$ cat src/rtl/mdu_iter.sv
// Iterative multiply/divide unit: MUL_LAT-cycle multiply, radix-2 restoring divide plus sign fix-up.
// Optional macro MDU_DIV_ZERO_FAST_EN: divide-by-zero completes right after accept instead of iterating.
module mdu_iter #(
    parameter int unsigned WIDTH   = 32,
    parameter int unsigned MUL_LAT = 2
) (
    input  logic             clk,
    input  logic             rst,
    input  logic             in_valid,
    input  logic             op_div,
    input  logic             sign,
    input  logic [WIDTH-1:0] srca,
    input  logic [WIDTH-1:0] srcb,
    input  logic             flush,
    output logic             busy,
    output logic             out_valid,
    output logic [WIDTH-1:0] hi,
    output logic [WIDTH-1:0] lo,
    output logic             div_zero
);

    localparam int unsigned CW = $clog2(WIDTH) + 1;
    localparam logic [CW-1:0] MulLast = CW'(MUL_LAT - 1);
    localparam logic [CW-1:0] DivLast = CW'(WIDTH - 1);

    typedef enum logic [1:0] {StIdle, StMul, StDiv, StFix} state_e;

    state_e state_q, state_d;

    logic [CW-1:0]    cnt_q;
    logic             sign_q, zero_q, neg_quo_q, neg_rem_q;
    logic             out_valid_q, div_zero_q;
    logic [WIDTH-1:0] srca_q, srcb_q, quo_q, rem_q, hi_q, lo_q;

    logic             accept, done, srcb_zero, fits;
    logic [2*WIDTH-1:0] ext_a, ext_b, prod;
    logic [WIDTH-1:0] bmag;
    logic [WIDTH:0]   rem_sh, diff;

    assign accept    = in_valid & ~busy & ~flush;
    assign srcb_zero = (srcb == '0);
    // A flush in the last working cycle still cancels the completion.
    assign done      = ~flush & (((state_q == StMul) && (cnt_q == MulLast)) || (state_q == StFix));

    assign ext_a = sign_q ? {{WIDTH{srca_q[WIDTH-1]}}, srca_q} : {{WIDTH{1'b0}}, srca_q};
    assign ext_b = sign_q ? {{WIDTH{srcb_q[WIDTH-1]}}, srcb_q} : {{WIDTH{1'b0}}, srcb_q};
    assign prod  = ext_a * ext_b;

    assign bmag   = (sign_q & srcb_q[WIDTH-1]) ? -srcb_q : srcb_q;
    assign rem_sh = {rem_q, quo_q[WIDTH-1]};
    assign diff   = rem_sh - {1'b0, bmag};
    assign fits   = ~diff[WIDTH];

    always_ff @(posedge clk) begin
        if (rst) begin
            state_q <= StIdle;
        end else begin
            state_q <= state_d;
        end
    end

    always_comb begin
        state_d = state_q;
        unique case (state_q)
            StIdle: begin
                if (accept) begin
                    if (!op_div) begin
                        state_d = StMul;
                    end else begin
`ifdef MDU_DIV_ZERO_FAST_EN
                        state_d = srcb_zero ? StFix : StDiv;
`else
                        state_d = StDiv;
`endif
                    end
                end
            end
            StMul:   if (flush || cnt_q == MulLast) state_d = StIdle;
            StDiv:   if (flush) state_d = StIdle; else if (cnt_q == DivLast) state_d = StFix;
            StFix:   state_d = StIdle;
            default: state_d = StIdle;
        endcase
    end

    always_comb begin
        // The completion cycle itself still reports busy.
        busy = (state_q != StIdle) | out_valid_q;
    end

    always_ff @(posedge clk) begin
        if (rst) begin
            cnt_q       <= '0;
            sign_q      <= 1'b0;
            zero_q      <= 1'b0;
            neg_quo_q   <= 1'b0;
            neg_rem_q   <= 1'b0;
            srca_q      <= '0;
            srcb_q      <= '0;
            quo_q       <= '0;
            rem_q       <= '0;
            hi_q        <= '0;
            lo_q        <= '0;
            out_valid_q <= 1'b0;
            div_zero_q  <= 1'b0;
        end else begin
            out_valid_q <= done;
            if (accept) begin
                cnt_q     <= '0;
                sign_q    <= sign;
                zero_q    <= srcb_zero;
                neg_quo_q <= sign & (srca[WIDTH-1] ^ srcb[WIDTH-1]);
                neg_rem_q <= sign & srca[WIDTH-1];
                srca_q    <= srca;
                srcb_q    <= srcb;
                quo_q     <= (sign & srca[WIDTH-1]) ? -srca : srca;
                rem_q     <= '0;
            end else if (state_q == StMul || state_q == StDiv) begin
                cnt_q <= cnt_q + CW'(1);
                if (state_q == StDiv) begin
                    rem_q <= fits ? diff[WIDTH-1:0] : rem_sh[WIDTH-1:0];
                    quo_q <= {quo_q[WIDTH-2:0], fits};
                end
            end
            if (done) begin
                if (state_q == StMul) begin
                    {hi_q, lo_q} <= prod;
                    div_zero_q   <= 1'b0;
                end else if (zero_q) begin
                    hi_q       <= srca_q;
                    lo_q       <= '1;
                    div_zero_q <= 1'b1;
                end else begin
                    hi_q       <= neg_rem_q ? -rem_q : rem_q;
                    lo_q       <= neg_quo_q ? -quo_q : quo_q;
                    div_zero_q <= 1'b0;
                end
            end
        end
    end

    assign out_valid = out_valid_q;
    assign hi        = hi_q;
    assign lo        = lo_q;
    assign div_zero  = div_zero_q;

endmodule

$ cat config.mk
export PLATFORM = sky130hd
export DESIGN_NAME = mdu_iter
export DESIGN_NICKNAME = d
export VERILOG_FILES = /design/src/rtl/mdu_iter.sv
export SDC_FILE = /design/constraint.sdc
export NUM_CORES = 2
export LEC_CHECK = 0
export CAP_MARGIN = 40
export CORE_MARGIN = 8
export CORE_UTILIZATION = 30
export CTS_BUF_LIST = sky130_fd_sc_hd__clkbuf_4
export DETAILED_ROUTE_END_ITERATION = 10
export SLEW_MARGIN = 20
export SYNTH_ARGS = -nofsm -noshare
export SYNTH_HDL_FRONTEND = slang
export SYNTH_SLANG_ARGS = --single-unit
export TNS_END_PERCENT = 5
$ cat constraint.sdc
create_clock -name clk -period 10.88 [get_ports clk]
set_clock_uncertainty 0.1 [all_clocks]
set_input_delay 2.176 -clock clk [delete_from_list [all_inputs] [get_ports clk]]
set_output_delay 2.176 -clock clk [all_outputs]
set_load 0.01 [all_outputs]
# ---- After elaboration in Yosys (flattened, before gate mapping)
# Index checks and enable logic that the tools add are counted.
dict set report word_totals {
  reg_bits 206
  input_bits 70
  elab_cells 75
  output_inout_bits 67
}
dict set report op_classes {
  mux 22
  eq_ne 8
  n_addsub 6
  n_reduce_logical 13
  n_mul 1
  bitwise 11
}
# op count
set ops {}
lappend ops {{$mux W32} 12}
lappend ops {{$mux W64} 2}
lappend ops {{$neg A32 Y32} 4}
lappend ops {{$mul A64 B64 Y64} 1}
lappend ops {{$sub A33 B32 Y33} 1}
lappend ops {{$logic_not A32 Y1} 1}
lappend ops {{$mux W2} 5}
lappend ops {{$pmux W2 S4} 1}
lappend ops {{$add A6 B1 Y6 const B} 1}
lappend ops {{$and A1 B1 Y1} 6}
lappend ops {{$eq A6 B1 Y1 const B} 1}
lappend ops {{$eq A6 B5 Y1 const B} 1}
lappend ops {{$reduce_bool A2 Y1} 3}
lappend ops {{$eq A2 B2 Y1 const B} 2}
lappend ops {{$ne A2 B2 Y1 const B} 2}
lappend ops {{$reduce_and A2 Y1} 2}
lappend ops {{$logic_or A1 B1 Y1} 3}
lappend ops {{$ne A3 B3 Y1 const B} 1}
lappend ops {{$not A1 Y1} 3}
lappend ops {{$reduce_and A3 Y1} 1}
lappend ops {{$eq A2 B1 Y1 const B} 1}
lappend ops {{$logic_not A2 Y1} 1}
lappend ops {{$mux W1} 2}
lappend ops {{$reduce_or A2 Y1} 1}
lappend ops {{3 further kinds} 3}

# ---- Depth between registers and ports, before layout
dict set report logic_depth {
  depth_word 7
  mapped_depth 35
  ltp_nobuf 32
}

# ---- Least setup slack after synthesis
# No wires, ideal clock.
dict set report synth_timing {
  kind {reg-to-reg}
  from {register sign_q}
  to {register hi_q[28] (netlist: hi[28])}
  path_buffers 3
  slack_ns 1.542
  synth_period_minus_slack_ns 9.338
  arrival_time_ns 9.116
  path_stages_with_launch 33
  required_ns 10.658
  setup_time_ns 0.122
  path_cell_list {dfxtp_1 -> and2_1 -> clkbuf_1 -> clkbuf_1 -> nand2_1 -> inv_1 -> fa_1 -> inv_1 -> fa_1 -> inv_1 -> fa_1 -> inv_1 -> fa_1 -> inv_1 -> fa_1 -> fa_1 -> fa_1 -> fa_1 -> fa_1 -> inv_1 -> fa_1 -> inv_1 -> ha_1 -> clkbuf_1 -> a21o_1 -> a21o_1 -> a21o_1 -> a21o_1 -> a21o_1 -> a221o_1 -> a41oi_1 -> xor2_1 -> o21ai_0}
}
dict set report synth_via {
  elab_chain_cells 3
  elab_cells_between_ends 4
  cone_classes {mul (1); mux (3)}
}
# element line
set synth_lines {}
lappend synth_lines {{start, declared} 31} ;# logic sign_q, zero_q, neg_quo_q, neg_rem_q;
lappend synth_lines {{start signal, assigned} 109} ;# sign_q <= sign;
lappend synth_lines {{$mux W64, on equally long branches} {45, 46}}
lappend synth_lines {{$mul A64 B64 Y64 (*)} 47} ;# assign prod = ext_a * ext_b;
lappend synth_lines {{$mux W32 (*)} 125} ;# if (state_q == StMul) begin
lappend synth_lines {{end signal, assigned} 126} ;# {hi_q, lo_q} <= prod;
lappend synth_lines {{end signal, assigned} 129} ;# hi_q <= srca_q;
lappend synth_lines {{end signal, assigned} 133} ;# hi_q <= neg_rem_q ? -rem_q : rem_q;
lappend synth_lines {{end, declared} 33} ;# logic [WIDTH-1:0] srca_q, srcb_q, quo_q, rem_q, hi_q, lo_q;
# Every way passes the cells marked *; elsewhere a longest branch is shown, timed or not.
# A chain may end at the register's enable or synchronous reset.

# ---- Worst setup path in the final report
dict set report layout_timing {
  from {register srca_q[31]}
  to {register hi_q[28] (netlist: hi[28])}
}
dict set report layout_via {
  elab_chain_cells 3
}
# element line
set layout_lines {}
lappend layout_lines {{start, declared} 33}
lappend layout_lines {{start signal, assigned} 113} ;# srca_q <= srca;
lappend layout_lines {{$mux W64} 45} ;# assign ext_a = sign_q ? {{WIDTH{srca_q[WIDTH-1]}}, srca_q} : {{WIDTH{1'b0}}, srca_q};
lappend layout_lines {{$mul A64 B64 Y64} 47}
lappend layout_lines {{$mux W32} 125}
# No other way between the ends.

==> results.md <==
* Net count, final at just under 9000
* Total wirelength of the detailed-routed design at between 200000 and 250000 um
* Arrival time of the worst setup path at about 11 ns
* Deepest clock path buffer count at 3
* Max-capacitance violation count at 0
* Reg-to-reg critical path startpoint: srca_q[31]
* Library cell occupying the most area in the post-synthesis netlist: fa_1
* Via count at about 48000
* Synth Warn # at 0
* Max-slew violation count at 0
* Endpoint of the worst register-to-register path: hi[28]
* Cell area power density at ~95 nW/um2
* Pre-antenna DRT Iters at 6
* Number of port buffers at approximately 140
* Min cycle time layout at 10.17 ns
* Root Driver: clkbuf_4
* Crit start category: flip-flop
* Initial core utilization at 30.2%
* Slew headroom at about two fifths
* H-Tree Depth at 3
* Overflow left after global routing at 0
* Main area contributors after synthesis: fa_1 (47%), inv_1 (9.6%), ha_1 (7.2%)
* Via count of the first global-routing pass at 51059
* Worst slack after detailed placement at between 0.7 and 0.8 ns
* Primary FF master, synth: dfxtp_1
* Routed wirelength normalized by instance count at 21.9 um
* Non-Filler Cell Area, Final at roughly 67000 um2
* Combined area of all synthesized cells at 61000 um2
* Transition time of the tightest slew-check pin at a little over 0.9 ns
* Initial antenna violation count at 7
* Post-Place Cell Area at around 66000 um2
* Filler instances at between 20000 and 25000
* Clk sink count at slightly above 200
* Min-delay src: srca_q[26]
* Top fanout value on the critical path at 16
* Outcome: complete, no violations
* Total area of multi-input combinational cells at 49500 um2
* Syn Inst Count at ~7000
* Initial detailed-routing violation count at 3955
* CTS buffer count at 68
* Number of storage elements in the synthesis netlist at about 200
* Worst r2r path cells at 27
* Final estimated routing congestion in global placement at 0.975
* Mean number of vias per cell at roughly 5
* Cts hold-fix bufs at 0
* Most common cell type on the critical path: fa_1
* Core area at just over 200000 um2
* First-pass GRT wire length at about 320000 um
* Count of pins on the block boundary at ~140
* Total GRT Usage at a little under 20%
* Kind of path behind the tightest hold check: reg -> reg
* Final cycle utilization of the critical path at approximately 94%
* Pin count of the biggest net entering global routing at between 70 and 80
* IR Drop Worst-Case VDD at approximately 0.00022 V
* Family with the most delay on the worst path: adder cells
* Count of unique library cells instantiated by Yosys at 75
* Required time of the worst setup path at around 11 ns
* Start-to-end type of the worst setup path: reg -> reg
* Finished Layout Cells at approximately 9600
* Total leakage power at around 32 nW
* Worst-Skew Late Latency at between 0.8 and 0.9 ns
* Setup_tns at 0 ns
* Final core utilization at 32.9%
* Sequential cell area at approximately 4100 um2
* Biggest cell delay along the critical path at roughly 0.88 ns
* Buf+Inv Stages, Crit Path at 5
* Total instance count after detailed placement at around 9400
* Final hold violation count at 0
* Clock slew seen by the registers of the worst setup and hold paths at roughly 0.070 ns
* Worst Hold Depth at 2
* Die width at roughly 470 um
* Synth top area share at a little under half
* Layout cell share with drive strength beyond 1 at under 10%
* Critical Path End Type: flip-flop
* Std cell rows at 165
* Critical-path top delay cell: fa_1
* DRC violation count after routing at 0
* PostCTS Resize Cnt at 0
* Area growth from synthesis to layout at 9.19%
* Register-to-register setup slack at slightly above 0.7 ns
* Net count after synthesis at ~8700
* Setup-violating endpoint count in the final report at 0
* List of most frequent post-synthesis cells: inv_1 (1562), fa_1 (1420), nand2_1 (809)
* Remaining antenna violation count after routing at 0
* Chip Height at approximately 470 um
* Max Clock Freq at 98.3 MHz
* Post-CTS setup buffers at 0
* Portion of the post-synthesis area used by sequential elements at under 10%
* Post-synthesis average cell area at ~8.9 um2
* Worst setup margin at ~0.71 ns
* Die area at around 220000 um2
* Most frequently used cell type in the post-synthesis netlist: inv_1
* Clock tree from TritonCTS: done
* Async S/R FF share, synth at 0%
* Unrepaired setup endpoints after global routing: false
* Hold-critical path endpoint: srca_q[26]
* Final HPWL from detailed placement at 175000 um
* Number of flops mapped to enable cells by yosys at 0
## metal layers
metal	global-route usage, %	up-vias	routed length [um]
met1	25.3	24702	85900
met4	8.41	2	11000
li1	-	20583	-
met2	31.7	1884	98800
met5	0	-	13
met3	2.71	396	13900
## through the flow
step	power, mW	hold slack (ns)
floorplan	3.99	0.381
global placement	5.36	0.343
detailed placement	5.41	0.349
CTS	6.29	0.358
global route	6.78	0.381
finish	6.33	0.355
## state kept, by name, summed over array words and instances, names as in the netlist
signal / count
hi: 32
lo: 32
quo_q: 32
rem_q: 32
srca_q: 32
srcb_q: 32
cnt_q: 6
state_q: 2
div_zero: 1
neg_quo_q: 1
neg_rem_q: 1
out_valid: 1
sign_q: 1
zero_q: 1
## cell families after synthesis
group           share of synthesized area (%)
compound gates                           7.90
xor+xnor                                 3.78
fa+ha+maj                                53.9
buf+inv                                  12.1
flops                                    6.77
mux                                     0.575
simple gates                             15.0
## placed cells by master (no fill, tap or decap), types with 61 or more instances in the layout
| cell | count |
|---|---|
| clkbuf_4 | 94 |
| nor2_1 | 217 |
| buf_4 | 132 |
| clkdlybuf4s50_1 | 135 |
| inv_1 | 1562 |
| fa_1 | 1420 |
| nand2_1 | 808 |
| ha_1 | 348 |
| a21oi_1 | 260 |
| nand3_1 | 61 |
| dfxtp_1 | 189 |
| xor2_1 | 112 |
| o21ai_0 | 143 |
| xnor2_1 | 151 |
| and2_1 | 576 |
## worst reg2reg max path, stage by stage, from the launching register on
cell and delay [ns]:
dfxtp_1 0.33, and2_1 0.63, nand2_1 0.31, fa_1 0.74, inv_1 0.14, fa_1 0.54, fa_1 0.88, inv_1 0.32
fa_1 0.60, inv_1 0.28, fa_1 0.50, fa_1 0.55, fa_1 0.45, fa_1 0.50, fa_1 0.49, inv_1 0.06
fa_1 0.49, inv_1 0.04, ha_1 0.38, a21o_1 0.20, a21o_1 0.19, a21o_1 0.17, a21o_1 0.17, a21o_1 0.17
a221o_1 0.36, a41oi_1 0.21, xor2_1 0.16, o21ai_0 0.10
## where the power goes
group          switching (mW)  total (mW)  internal, mW
clock                   0.409       0.833         0.424
sequential              0.299        1.19         0.888
combinational            2.72        4.31          1.59
total                    3.43        6.33          2.90
## worst max-delay path by stage
stage,startpoint,slack (ns),cells after the start,endpoint
finish,srca_q[31],0.71,27,hi[28]
global route,srca_q[31],0.14,27,hi[28]
CTS,srca_q[31],0.74,27,hi[28]
detailed placement,srca_q[31],0.77,27,hi[28]
global placement,srca_q[17],0.53,28,hi[10]
floorplan,sign_q,1.54,32,hi[28]
## layout make-up
class | instances | share of cell area (%)
Sequential cell | 206 | 6.23
Clock buffer | 94 | 1.06
Tap cell | 2672 | 5.02
Antenna cell | 5 | 0.0188
Multi-Input combinational cell | 4703 | 74.3
Inverter | 1562 | 8.81
Timing Repair Buffer | 298 | 4.32
Clock inverter | 22 | 0.199
(Power assumes the default switching activity.)
